## src/rtl/l2_arb_pkg.sv

```systemverilog
`default_nettype none
// ============================================================================
//  Module      : l2_arb_pkg
//  Description : Shared types, default widths and helpers for the L2 SRAM
//                arbiter (request/response records, one-hot decode).
//  Ports       : none (package)
//  Revision    : 1.0 - initial release
// ============================================================================
package l2_arb_pkg;

    localparam int L2_ADDR_W = 32;
    localparam int L2_DATA_W = 32;

    // One requester's bus-side request record at the default widths.
    typedef struct packed {
        logic                   we;
        logic [L2_ADDR_W-1:0]   addr;
        logic [L2_DATA_W-1:0]   wdata;
        logic [L2_DATA_W/8-1:0] be;
        logic                   lock;
    } l2_req_t;

    // One requester's response record at the default widths.
    typedef struct packed {
        logic                 rvalid;
        logic                 rerr;
        logic [L2_DATA_W-1:0] rdata;
    } l2_rsp_t;

    // Index of the set bit in a one-hot vector of up to 8 requesters.
    // Returns 0 for an all-zero vector.
    function automatic logic [2:0] onehot_to_idx(input logic [7:0] oh);
        logic [2:0] idx;
        idx = '0;
        for (int i = 0; i < 8; i++) begin
            if (oh[i]) begin
                idx = idx | 3'(i);
            end
        end
        return idx;
    endfunction

endpackage : l2_arb_pkg
`default_nettype wire

```

## src/rtl/l2_mem_arbiter_if.sv

```systemverilog
`default_nettype none
// ============================================================================
//  Module      : l2_mem_arbiter_if
//  Description : Bus-side request/response ports plus the SRAM macro port of
//                the L2 arbiter, bundled into one interface.
//  Ports       : req_i/lock_i/we_i/addr_i/wdata_i/be_i  - requester inputs
//                gnt_o/rvalid_o/rerr_o/rdata_o          - requester outputs
//                mem_req_o/mem_we_o/mem_addr_o/
//                mem_wdata_o/mem_be_o                   - SRAM command
//                mem_rdata_i                            - SRAM read data
//                modport slave  : arbiter view
//                modport master : requesters + SRAM view
//  Revision    : 1.0 - initial release
// ============================================================================
interface l2_mem_arbiter_if #(
    parameter int N_REQ     = 2,
    parameter int ADDR_W    = 32,
    parameter int DATA_W    = 32,
    parameter int MEM_WORDS = 16384
);
    localparam int MEM_AW = $clog2(MEM_WORDS);
    localparam int BE_W   = DATA_W / 8;

    logic [N_REQ-1:0]        req_i;
    logic [N_REQ-1:0]        lock_i;
    logic [N_REQ-1:0]        we_i;
    logic [N_REQ*ADDR_W-1:0] addr_i;
    logic [N_REQ*DATA_W-1:0] wdata_i;
    logic [N_REQ*BE_W-1:0]   be_i;
    logic [N_REQ-1:0]        gnt_o;
    logic [N_REQ-1:0]        rvalid_o;
    logic [N_REQ-1:0]        rerr_o;
    logic [DATA_W-1:0]       rdata_o;
    logic                    mem_req_o;
    logic                    mem_we_o;
    logic [MEM_AW-1:0]       mem_addr_o;
    logic [DATA_W-1:0]       mem_wdata_o;
    logic [BE_W-1:0]         mem_be_o;
    logic [DATA_W-1:0]       mem_rdata_i;

    modport slave (
        input  req_i, lock_i, we_i, addr_i, wdata_i, be_i, mem_rdata_i,
        output gnt_o, rvalid_o, rerr_o, rdata_o,
               mem_req_o, mem_we_o, mem_addr_o, mem_wdata_o, mem_be_o
    );

    modport master (
        output req_i, lock_i, we_i, addr_i, wdata_i, be_i, mem_rdata_i,
        input  gnt_o, rvalid_o, rerr_o, rdata_o,
               mem_req_o, mem_we_o, mem_addr_o, mem_wdata_o, mem_be_o
    );

endinterface : l2_mem_arbiter_if
`default_nettype wire

```

## src/rtl/l2_arb_rr_pick.sv

```systemverilog
`default_nettype none
// ============================================================================
//  Module      : l2_arb_rr_pick
//  Description : Combinational round-robin picker. Searches req_i starting at
//                ptr_i (wrapping) and returns the first active requester.
//  Ports       : req_i    in  N_REQ   request vector
//                ptr_i    in  IDX_W   search start index
//                gnt_oh_o out N_REQ   one-hot pick
//                idx_o    out IDX_W   binary index of the pick
//                any_o    out 1       at least one request present
//  Revision    : 1.0 - initial release
// ============================================================================
module l2_arb_rr_pick
    import l2_arb_pkg::*;
#(
    parameter int N_REQ = 2,
    parameter int IDX_W = $clog2(N_REQ)
) (
    input  wire logic [N_REQ-1:0] req_i,
    input  wire logic [IDX_W-1:0] ptr_i,
    output logic      [N_REQ-1:0] gnt_oh_o,
    output logic      [IDX_W-1:0] idx_o,
    output logic                  any_o
);

    logic [IDX_W-1:0] w_cand;
    logic [7:0]       w_oh8;

    always_comb begin
        gnt_oh_o = '0;
        any_o    = 1'b0;
        w_cand   = '0;
        for (int i = 0; i < N_REQ; i++) begin
            w_cand = IDX_W'((int'(ptr_i) + i) % N_REQ);
            if (!any_o && req_i[w_cand]) begin
                gnt_oh_o[w_cand] = 1'b1;
                any_o            = 1'b1;
            end
        end
    end

    always_comb begin
        w_oh8             = '0;
        w_oh8[N_REQ-1:0]  = gnt_oh_o;
        idx_o             = IDX_W'(onehot_to_idx(w_oh8));
    end

endmodule : l2_arb_rr_pick
`default_nettype wire

```

## src/rtl/l2_mem_arbiter.sv

```systemverilog
`default_nettype none
// ============================================================================
//  Module      : l2_mem_arbiter
//  Description : Shares one single-port L2 SRAM bank among N_REQ requesters
//                (requester 0 = JTAG debug bridge). Round-robin grant with a
//                per-requester burst lock capped at LOCK_MAX grants, address
//                range check with error response, one-cycle response stage.
//  Ports       : clk_i  in  system clock
//                rst_i  in  asynchronous active-high reset
//                bus    l2_mem_arbiter_if.slave (requester + SRAM ports)
//  Revision    : 1.0 - initial release
// ============================================================================
module l2_mem_arbiter
    import l2_arb_pkg::*;
#(
    parameter int N_REQ     = 2,
    parameter int ADDR_W    = L2_ADDR_W,
    parameter int DATA_W    = L2_DATA_W,
    parameter int MEM_WORDS = 16384,
    parameter int LOCK_MAX  = 16
) (
    input  wire logic         clk_i,
    input  wire logic         rst_i,
    l2_mem_arbiter_if.slave   bus
);

    localparam int IDX_W  = $clog2(N_REQ);
    localparam int MEM_AW = $clog2(MEM_WORDS);
    localparam int CNT_W  = $clog2(LOCK_MAX + 1);
    localparam int BE_W   = DATA_W / 8;
    // One past the last legal byte address, one bit wider than the bus so
    // the comparison cannot overflow.
    localparam logic [ADDR_W:0] ADDR_LIMIT = (ADDR_W + 1)'(64'(MEM_WORDS) * 64'd4);

    // ---------------------------------------------------------------- state
    logic [IDX_W-1:0] ptr_q,      ptr_d;
    logic             own_vld_q,  own_vld_d;
    logic [IDX_W-1:0] own_q,      own_d;
    logic [CNT_W-1:0] cnt_q,      cnt_d;
    logic             rsp_vld_q,  rsp_vld_d;
    logic [IDX_W-1:0] rsp_idx_q,  rsp_idx_d;
    logic             rsp_err_q,  rsp_err_d;
    logic             rsp_rd_q,   rsp_rd_d;

    // ------------------------------------------------------- combinational
    logic [N_REQ-1:0]  w_rr_oh;
    logic [IDX_W-1:0]  w_rr_idx;
    logic              w_rr_any;
    logic              w_lock_hit;
    logic              w_gnt_any;
    logic [IDX_W-1:0]  w_gnt_idx;
    logic [N_REQ-1:0]  w_gnt_oh;
    logic              w_sel_we;
    logic              w_sel_lock;
    logic [ADDR_W-1:0] w_sel_addr;
    logic [DATA_W-1:0] w_sel_wdata;
    logic [BE_W-1:0]   w_sel_be;
    logic              w_in_range;
    logic              w_mem_req;
    logic [CNT_W-1:0]  w_cnt_next;
    logic              w_unused_lsb;

    l2_arb_rr_pick #(
        .N_REQ (N_REQ),
        .IDX_W (IDX_W)
    ) u_rr_pick (
        .req_i    (bus.req_i),
        .ptr_i    (ptr_q),
        .gnt_oh_o (w_rr_oh),
        .idx_o    (w_rr_idx),
        .any_o    (w_rr_any)
    );

    // Grant decision: a valid, still-requesting, still-locking owner under the
    // cap wins outright; otherwise round-robin from the pointer. Reset forces
    // every output low even while requests are held high.
    always_comb begin
        w_lock_hit = own_vld_q && bus.req_i[own_q] && bus.lock_i[own_q]
                     && (cnt_q < CNT_W'(LOCK_MAX));
        w_gnt_any  = !rst_i && (w_lock_hit || w_rr_any);
        w_gnt_idx  = w_lock_hit ? own_q : w_rr_idx;
        w_gnt_oh   = '0;
        if (w_gnt_any) begin
            if (w_lock_hit) begin
                w_gnt_oh[own_q] = 1'b1;
            end else begin
                w_gnt_oh = w_rr_oh;
            end
        end
    end

    // Mux the granted requester's command.
    always_comb begin
        w_sel_we    = bus.we_i[w_gnt_idx];
        w_sel_lock  = bus.lock_i[w_gnt_idx];
        w_sel_addr  = bus.addr_i[w_gnt_idx*ADDR_W +: ADDR_W];
        w_sel_wdata = bus.wdata_i[w_gnt_idx*DATA_W +: DATA_W];
        w_sel_be    = bus.be_i[w_gnt_idx*BE_W +: BE_W];
        w_in_range  = {1'b0, w_sel_addr} < ADDR_LIMIT;
        w_mem_req   = w_gnt_any && w_in_range;
    end

    // Byte offset inside the word is intentionally ignored.
    assign w_unused_lsb = ^w_sel_addr[1:0];

    // Next-state: pointer, lock tracking, response stage.
    always_comb begin
        ptr_d      = ptr_q;
        own_vld_d  = own_vld_q;
        own_d      = own_q;
        cnt_d      = cnt_q;
        w_cnt_next = '0;
        rsp_vld_d  = w_gnt_any;
        rsp_idx_d  = w_gnt_idx;
        rsp_err_d  = w_gnt_any && !w_in_range;
        rsp_rd_d   = w_mem_req && !w_sel_we;

        if (w_gnt_any) begin
            ptr_d = (w_gnt_idx == IDX_W'(N_REQ - 1)) ? '0 : w_gnt_idx + 1'b1;
            if (w_sel_lock) begin
                w_cnt_next = (own_vld_q && (own_q == w_gnt_idx)) ? cnt_q + 1'b1
                                                                 : CNT_W'(1);
                if (w_cnt_next >= CNT_W'(LOCK_MAX)) begin
                    // Cap reached: drop the lock so the pointer (already past
                    // the owner) gives everyone else one round.
                    own_vld_d = 1'b0;
                    own_d     = '0;
                    cnt_d     = '0;
                end else begin
                    own_vld_d = 1'b1;
                    own_d     = w_gnt_idx;
                    cnt_d     = w_cnt_next;
                end
            end else begin
                own_vld_d = 1'b0;
                own_d     = '0;
                cnt_d     = '0;
            end
        end
    end

    always_ff @(posedge clk_i or posedge rst_i) begin
        if (rst_i) begin
            ptr_q     <= '0;
            own_vld_q <= 1'b0;
            own_q     <= '0;
            cnt_q     <= '0;
            rsp_vld_q <= 1'b0;
            rsp_idx_q <= '0;
            rsp_err_q <= 1'b0;
            rsp_rd_q  <= 1'b0;
        end else begin
            ptr_q     <= ptr_d;
            own_vld_q <= own_vld_d;
            own_q     <= own_d;
            cnt_q     <= cnt_d;
            rsp_vld_q <= rsp_vld_d;
            rsp_idx_q <= rsp_idx_d;
            rsp_err_q <= rsp_err_d;
            rsp_rd_q  <= rsp_rd_d;
        end
    end

    // ---------------------------------------------------------------- outputs
    assign bus.gnt_o       = w_gnt_oh;
    assign bus.mem_req_o   = w_mem_req;
    assign bus.mem_we_o    = w_mem_req && w_sel_we;
    assign bus.mem_addr_o  = w_mem_req ? w_sel_addr[MEM_AW+1:2] : '0;
    assign bus.mem_wdata_o = w_mem_req ? w_sel_wdata : '0;
    assign bus.mem_be_o    = w_mem_req ? w_sel_be : '0;

    always_comb begin
        bus.rvalid_o = '0;
        bus.rerr_o   = '0;
        if (rsp_vld_q) begin
            bus.rvalid_o[rsp_idx_q] = 1'b1;
            bus.rerr_o[rsp_idx_q]   = rsp_err_q;
        end
    end

    // SRAM data is only forwarded for successful reads.
    assign bus.rdata_o = (rsp_vld_q && rsp_rd_q) ? bus.mem_rdata_i : '0;

endmodule : l2_mem_arbiter
`default_nettype wire

```

## src/flat_wrapper.sv

```systemverilog
// flat-port wrapper written by rule: the top's interface ports become plain ports
module l2_mem_arbiter_flat import l2_arb_pkg::*;
#(
    parameter int N_REQ     = 2,
    parameter int ADDR_W    = L2_ADDR_W,
    parameter int DATA_W    = L2_DATA_W,
    parameter int MEM_WORDS = 16384,
    parameter int LOCK_MAX  = 16
)
  (clk_i, rst_i, bus_req_i, bus_lock_i, bus_we_i, bus_addr_i, bus_wdata_i, bus_be_i, bus_mem_rdata_i, bus_gnt_o, bus_rvalid_o, bus_rerr_o, bus_rdata_o, bus_mem_req_o, bus_mem_we_o, bus_mem_addr_o, bus_mem_wdata_o, bus_mem_be_o);
  l2_mem_arbiter_if #(.N_REQ(N_REQ), .ADDR_W(ADDR_W), .DATA_W(DATA_W), .MEM_WORDS(MEM_WORDS)) bus_i ();
  input  wire logic clk_i;
  input  wire logic rst_i;
  input wire logic [$bits(bus_i.req_i)-1:0] bus_req_i;
  input wire logic [$bits(bus_i.lock_i)-1:0] bus_lock_i;
  input wire logic [$bits(bus_i.we_i)-1:0] bus_we_i;
  input wire logic [$bits(bus_i.addr_i)-1:0] bus_addr_i;
  input wire logic [$bits(bus_i.wdata_i)-1:0] bus_wdata_i;
  input wire logic [$bits(bus_i.be_i)-1:0] bus_be_i;
  input wire logic [$bits(bus_i.mem_rdata_i)-1:0] bus_mem_rdata_i;
  output wire logic [$bits(bus_i.gnt_o)-1:0] bus_gnt_o;
  output wire logic [$bits(bus_i.rvalid_o)-1:0] bus_rvalid_o;
  output wire logic [$bits(bus_i.rerr_o)-1:0] bus_rerr_o;
  output wire logic [$bits(bus_i.rdata_o)-1:0] bus_rdata_o;
  output wire logic [$bits(bus_i.mem_req_o)-1:0] bus_mem_req_o;
  output wire logic [$bits(bus_i.mem_we_o)-1:0] bus_mem_we_o;
  output wire logic [$bits(bus_i.mem_addr_o)-1:0] bus_mem_addr_o;
  output wire logic [$bits(bus_i.mem_wdata_o)-1:0] bus_mem_wdata_o;
  output wire logic [$bits(bus_i.mem_be_o)-1:0] bus_mem_be_o;
  assign bus_i.req_i = bus_req_i;
  assign bus_i.lock_i = bus_lock_i;
  assign bus_i.we_i = bus_we_i;
  assign bus_i.addr_i = bus_addr_i;
  assign bus_i.wdata_i = bus_wdata_i;
  assign bus_i.be_i = bus_be_i;
  assign bus_i.mem_rdata_i = bus_mem_rdata_i;
  assign bus_gnt_o = bus_i.gnt_o;
  assign bus_rvalid_o = bus_i.rvalid_o;
  assign bus_rerr_o = bus_i.rerr_o;
  assign bus_rdata_o = bus_i.rdata_o;
  assign bus_mem_req_o = bus_i.mem_req_o;
  assign bus_mem_we_o = bus_i.mem_we_o;
  assign bus_mem_addr_o = bus_i.mem_addr_o;
  assign bus_mem_wdata_o = bus_i.mem_wdata_o;
  assign bus_mem_be_o = bus_i.mem_be_o;
  l2_mem_arbiter #(.N_REQ(N_REQ), .ADDR_W(ADDR_W), .DATA_W(DATA_W), .MEM_WORDS(MEM_WORDS), .LOCK_MAX(LOCK_MAX)) u_core (.clk_i(clk_i), .rst_i(rst_i), .bus(bus_i));
endmodule
```

## config.mk

```make
export PLATFORM = sky130hd
export DESIGN_NAME = l2_mem_arbiter_flat
export DESIGN_NICKNAME = d
export VERILOG_FILES = /design/src/rtl/l2_arb_pkg.sv /design/src/rtl/l2_mem_arbiter_if.sv /design/src/rtl/l2_arb_rr_pick.sv /design/src/rtl/l2_mem_arbiter.sv /design/src/flat_wrapper.sv
export SDC_FILE = /design/constraint.sdc
export NUM_CORES = 1
export LEC_CHECK = 0
export ABC_AREA = 0
export CORE_AREA = 2 2 104 106
export DETAILED_ROUTE_END_ITERATION = 16
export DIE_AREA = 0 0 106 108
export GPL_TIMING_DRIVEN = 0
export HOLD_SLACK_MARGIN = 0.08
export RECOVER_POWER = 100
export SYNTH_ARGS = -nofsm -noshare
export SYNTH_HDL_FRONTEND = slang
export SYNTH_SLANG_ARGS = --single-unit
export TNS_END_PERCENT = 5
```

## constraint.sdc

```tcl
create_clock -name clk_i -period 5.55 [get_ports clk_i]
set_input_delay 1.11 -clock clk_i [delete_from_list [all_inputs] [get_ports clk_i]]
set_output_delay 1.11 -clock clk_i [all_outputs]
set_load 0.05 [all_outputs]
```

# Word-level counts from Yosys, hierarchy flattened

Cells that the tools add are included.

Reductions and logical operators: 20
Order comparisons: 12
Bitwise operators: 2
Equality and inequality tests: 1
Shift-type cells: 3
Add/sub/neg operators: 3
Multiplexer cells: 42

Operators with widths:

| kind                                                          | count |
|---|---|
| indexed part select 64 x 7 -> 32 bit                          | 2 |
| 2-to-1 mux 32 bit                                             | 2 |
| less-than comparator 32 x 17 -> 1 bit (second input constant) | 1 |
| 2-to-1 mux 1 bit                                              | 25 |
| logical AND 1 bit                                             | 15 |
| 2-to-1 mux 5 bit                                              | 3 |
| 2-to-1 mux 14 bit                                             | 1 |
| 2-to-1 mux 2 bit                                              | 6 |
| less-than comparator 1 x 2 -> 1 bit (second input constant)   | 5 |
| indexed part select 8 x 4 -> 4 bit                            | 1 |
| adder 5 x 1 -> 5 bit (second input constant)                  | 1 |
| >= comparator 5 bit (second input constant)                   | 1 |
| less-than comparator 5 bit (second input constant)            | 1 |
| demux 1 bit (select 1 bit)                                    | 4 |
| >= comparator 1 bit (second input constant)                   | 4 |
| logical NOT 1 bit                                             | 4 |
| 2-to-1 mux 4 bit                                              | 1 |
| adder 1 bit (second input constant)                           | 2 |
| AND 2 bit                                                     | 1 |
| OR 2 bit                                                      | 1 |
| == test 1 bit                                                 | 1 |
| logical OR 1 bit                                              | 1 |

Input port bits: 176
Output and inout port bits: 90
Bits in registers: 12

# Logic depth before layout (Yosys ltp)

Word-level depth: 15
Gate-level depth with buffers: 7
Gate-level depth less buffers: 6

# By module

A second synthesis with hierarchy kept.

Cells, all modules: 321
Area, all modules: 1973.1 um^2

By module, submodules not included:

| module         | cells each | instances | seq. area each (um^2) | area an instance (um^2) |
|---|---|---|---|---|
| l2_mem_arbiter | 316        | 1         | 300.3                 | 1940.6 |
| l2_arb_rr_pick | 5          | 1         | 0.0                   | 32.5 |

# Least setup slack after synthesis

No wires, ideal clock.

Path type: input port to output port
From: input port bus_addr_i[60]
To: output port bus_mem_addr_o[0]
Data arrival time: 2.944 ns
Buffers on the path: 2
Slack: 1.496 ns
Stages on the path: 6
Path through: nor4_1 > and4_1 > clkbuf_1 > buf_1 > nand3_1 > a21oi_1

Word-level cells in the longest chain between the ends: 4

RTL lines:

| item                                  | RTL line              | text |
|---|---|---|
| from (decl)                           | flat_wrapper.sv:17    | `input wire logic [$bits(bus_i.addr_i)-1:0] bus_addr_i;` |
| indexed part select 64 x 7 -> 32 bit  | l2_mem_arbiter.sv:96  | `w_sel_addr = bus.addr_i[w_gnt_idx*ADDR_W +: ADDR_W];` |
| less-than comparator 32 x 17 -> 1 bit | l2_mem_arbiter.sv:99  | `w_in_range = {1'b0, w_sel_addr} < ADDR_LIMIT;` |
| logical AND 1 bit                     | l2_mem_arbiter.sv:100 | `w_mem_req = w_gnt_any && w_in_range;` |
| 2-to-1 mux 14 bit                     | l2_mem_arbiter.sv:168 | `assign bus.mem_addr_o = w_mem_req ? w_sel_addr[MEM_AW+1:2] : '0;` |
| to (decl)                             | flat_wrapper.sv:27    | `output wire logic [$bits(bus_i.mem_addr_o)-1:0] bus_mem_addr_o;` |

Every way passes these cells.

# Worst setup path after layout

From: input port bus_addr_i[31]
To: output port bus_mem_wdata_o[31]

Word-level cells in the longest chain between the ends: 4

RTL lines:

| item                                  | RTL line              | text |
|---|---|---|
| indexed part select 64 x 7 -> 32 bit  | l2_mem_arbiter.sv:96  |  |
| less-than comparator 32 x 17 -> 1 bit | l2_mem_arbiter.sv:99  |  |
| logical AND 1 bit                     | l2_mem_arbiter.sv:100 |  |
| 2-to-1 mux 32 bit                     | l2_mem_arbiter.sv:169 | `assign bus.mem_wdata_o = w_mem_req ? w_sel_wdata : '0;` |
| to (decl)                             | flat_wrapper.sv:28    | `output wire logic [$bits(bus_i.mem_wdata_o)-1:0] bus_mem_wdata_o;` |

Every way passes these cells.

==> qor.txt <==
crit-path cells: clkdlybuf4s50_1, nor4_1, and4_1, clkbuf_1, clkbuf_1, nand3_1, a21oi_1, dlygate4sd3_1
drt wl/cell: 17.3 µm
TritonCTS clock tree: yes
synth cell count leaders: nand3_1, a21oi_1, and3_1
Crit Path Class: input port to output port
Setup crit end kind: output port
Pleak: 1.93 nW
area of the multi-input gates: 1380 µm²
critical path arrival: 4.11 ns
P_sw: 148 µW
#FFs+latches synth: 12
Root Buffer: clkbuf_8
post-synthesis instance area: 1830 µm²
total routed wirelength: 12100 µm
cell taking the most area after synthesis: nand3_1
Final Max Slew Viols: 0
# fillers: 1048
ys flop type: dfrtp_1
setup ws final: 0.329 ns
Clock Skew: 0.000766 ns
Final ANT Viol Nets: 0
CP max stage delay: 0.99 ns
Yosys top cell area share: 0.284
first-pass GRT wire length: 18000 µm
DPL Wire Length: 10000 µm
Total GRT Usage: 0.198
max_slew headroom: 0.568
Antenna diodes: 0
Die Wd: 106 µm
# nets final: 739
worst path buffer plus inverter count: 4
internal power: 290 µW
CTS resizes: 0
core area: 10200 µm²
IO buf count: 261
Worst R2R Setup Slack: 3.55 ns
vias per cell: 4.89
capturing point of the worst reg2reg path: u_core.rsp_rd_q
Hold Crit Depth: 1
Yosys cell types: 37
worst r2r src: u_core.own_vld_q
Worst IR Drop VDD: 0.0616 mV
synthesized area per cell: 6.19 µm²
Sw Ratio: 0.338
# clock sinks: 12
Critical Path RT: 4.44 ns
Rows: 37
hold slack: 0.470 ns
Via Count: 3407
fin crit period: 5.22 ns
Logic pwr share: 0.544
area delta synth->final: 155%
First-pass DRT Iterations: 4
Clk pwr share: 0.221
worst-margin pin slew: 0.647 ns
worst min-delay path category: flip-flop to flip-flop
H-tree depth: 1
drc violations: 0
most common cell in the synthesized netlist: nand3_1
min-delay src: u_core.ptr_q
fmax: 0.192 GHz
Congestion Overflow GR: 0
vias in the first global route: 3570
Top delay family on crit path: buffers and inverters
number of enable flip-flop cells after synthesis: 0
Post-CTS Hold Fix Bufs: 0
Placer Congestion: 0.847
CP most frequent cell: clkbuf_1
cells on worst reg2reg path: 7
CTS Buffer Depth: 2
Post-CTS Setup Repair Bufs: 0
Ys Warns: 0
register area: 300 µm²
Async S/R FF share, synth: 1.00
share of layout cells above drive strength 1: 0.0214
DRT iter0 DRCs: 164
Hold Fails Final Rpt: 0
worst hold endpoint: u_core.ptr_q
overall die area: 11400 µm²
CP startpoint kind: input port
clk slew on worst S/H paths: 0.05 ns
final setup TNS: 0 ns
Initial Util: 0.179
final setup vio count: 0
pre-CTS WS: 0.336 ns
Power per Cell Area: 94.0 nW/µm²
Synth area leaders: nand3_1, dfrtp_1, a21oi_1, and3_1, clkbuf_1
Max Cap Viol: 0
final worst path period share: 0.941
Die Y: 108 µm
largest net degree at the start of global routing: 14
post-synthesis net count: 473
Post-Synthesis Cells: 296
Seq/Total Area, Yosys: 0.164
initial antenna violation count: 0
CP Max Fanout: 10
Reg power frac: 0.235
Num CTS Buffers: 3
insertion delay to the later sink of the worst-skew pair: 0.24 ns
I/O pins: 266
outcome: finished clean
RSZ-0062 raised after global routing: false
CP max stage cell: dlygate4sd3_1
## cell type report
class,instances,share of cell area
sequential,12,0.0644
inverter,3,0.00241
clock buffer,4,0.0118
multi-input combinational,246,0.296
timing repair buffer,261,0.560
tap,136,0.0365
buffer,35,0.0287
## placed cells by master (no fill, tap or decap), drive strengths merged, types with 2 or more instances in the layout
| master | instances |
|---|---|
| clkdlybuf4s50 | 173 |
| nand3 | 104 |
| dlygate4sd3 | 88 |
| a21oi | 54 |
| clkbuf | 35 |
| and3 | 34 |
| dfrtp | 12 |
| nor4 | 8 |
| nand2 | 6 |
| o21ai | 5 |
| nor2 | 5 |
| buf | 4 |
| nand3b | 3 |
| and4 | 3 |
| nor2b | 3 |
| inv | 3 |
| and2 | 3 |
| nand2b | 2 |
| a22o | 2 |
| o31ai | 2 |
## per-layer routing
metal	wire, µm	up-vias	track usage
met5	0	-	0
met1	4300	1567	0.205
met2	6510	199	0.403
li1	-	1631	-
met4	129	0	0.0348
met3	1120	10	0.0500
## how the worst max path moves through the flow
stage                   startpoint                   to  slack, ns  cells past startpoint
global placement    bus_addr_i[60]  bus_mem_wdata_o[31]       0.38                      8
finish              bus_addr_i[31]  bus_mem_wdata_o[31]       0.33                      8
floorplan           bus_addr_i[60]    bus_mem_addr_o[0]       1.50                      6
CTS                 bus_addr_i[31]  bus_mem_wdata_o[31]       0.33                      8
detailed placement  bus_addr_i[31]  bus_mem_wdata_o[31]       0.34                      8
global route        bus_addr_i[62]   bus_mem_wdata_o[5]       0.07                      8
## sequential cells by signal, summed over array words and instances, names as in the netlist
signal,cells
u_core.cnt_q,5
u_core.rsp_vld_q,1
u_core.rsp_rd_q,1
u_core.rsp_idx_q,1
u_core.own_vld_q,1
u_core.own_q,1
u_core.ptr_q,1
u_core.rsp_err_q,1
## logic make-up after synthesis
kind of cell    share of synthesized area
simple gates                        0.525
compound gates                      0.215
buf+inv                            0.0792
flops                               0.164
xor+xnor                          0.00956
fa+ha+maj                         0.00683
## metrics by stage
stage	utilization	cell area, µm²	cells	power [mW]
global route	0.456	4670	697	0.464
global placement	0.451	4610	693	0.341
CTS	0.456	4670	697	0.442
detailed placement	0.451	4610	693	0.344
floorplan	-	1830	296	0.186
finish	0.456	4670	697	0.439
## power by group through the flow
stage	Clock (mW)	Combinational [mW]	Sequential [mW]
2_1_floorplan	0	0.0838	0.102
3_3_place_gp	0	0.237	0.104
3_5_place_dp	0	0.239	0.105
4_1_cts	0.0976	0.241	0.103
5_1_grt	0.104	0.256	0.104
6_report	0.0969	0.239	0.103
Note: power is estimated with default switching activity, not from simulation.
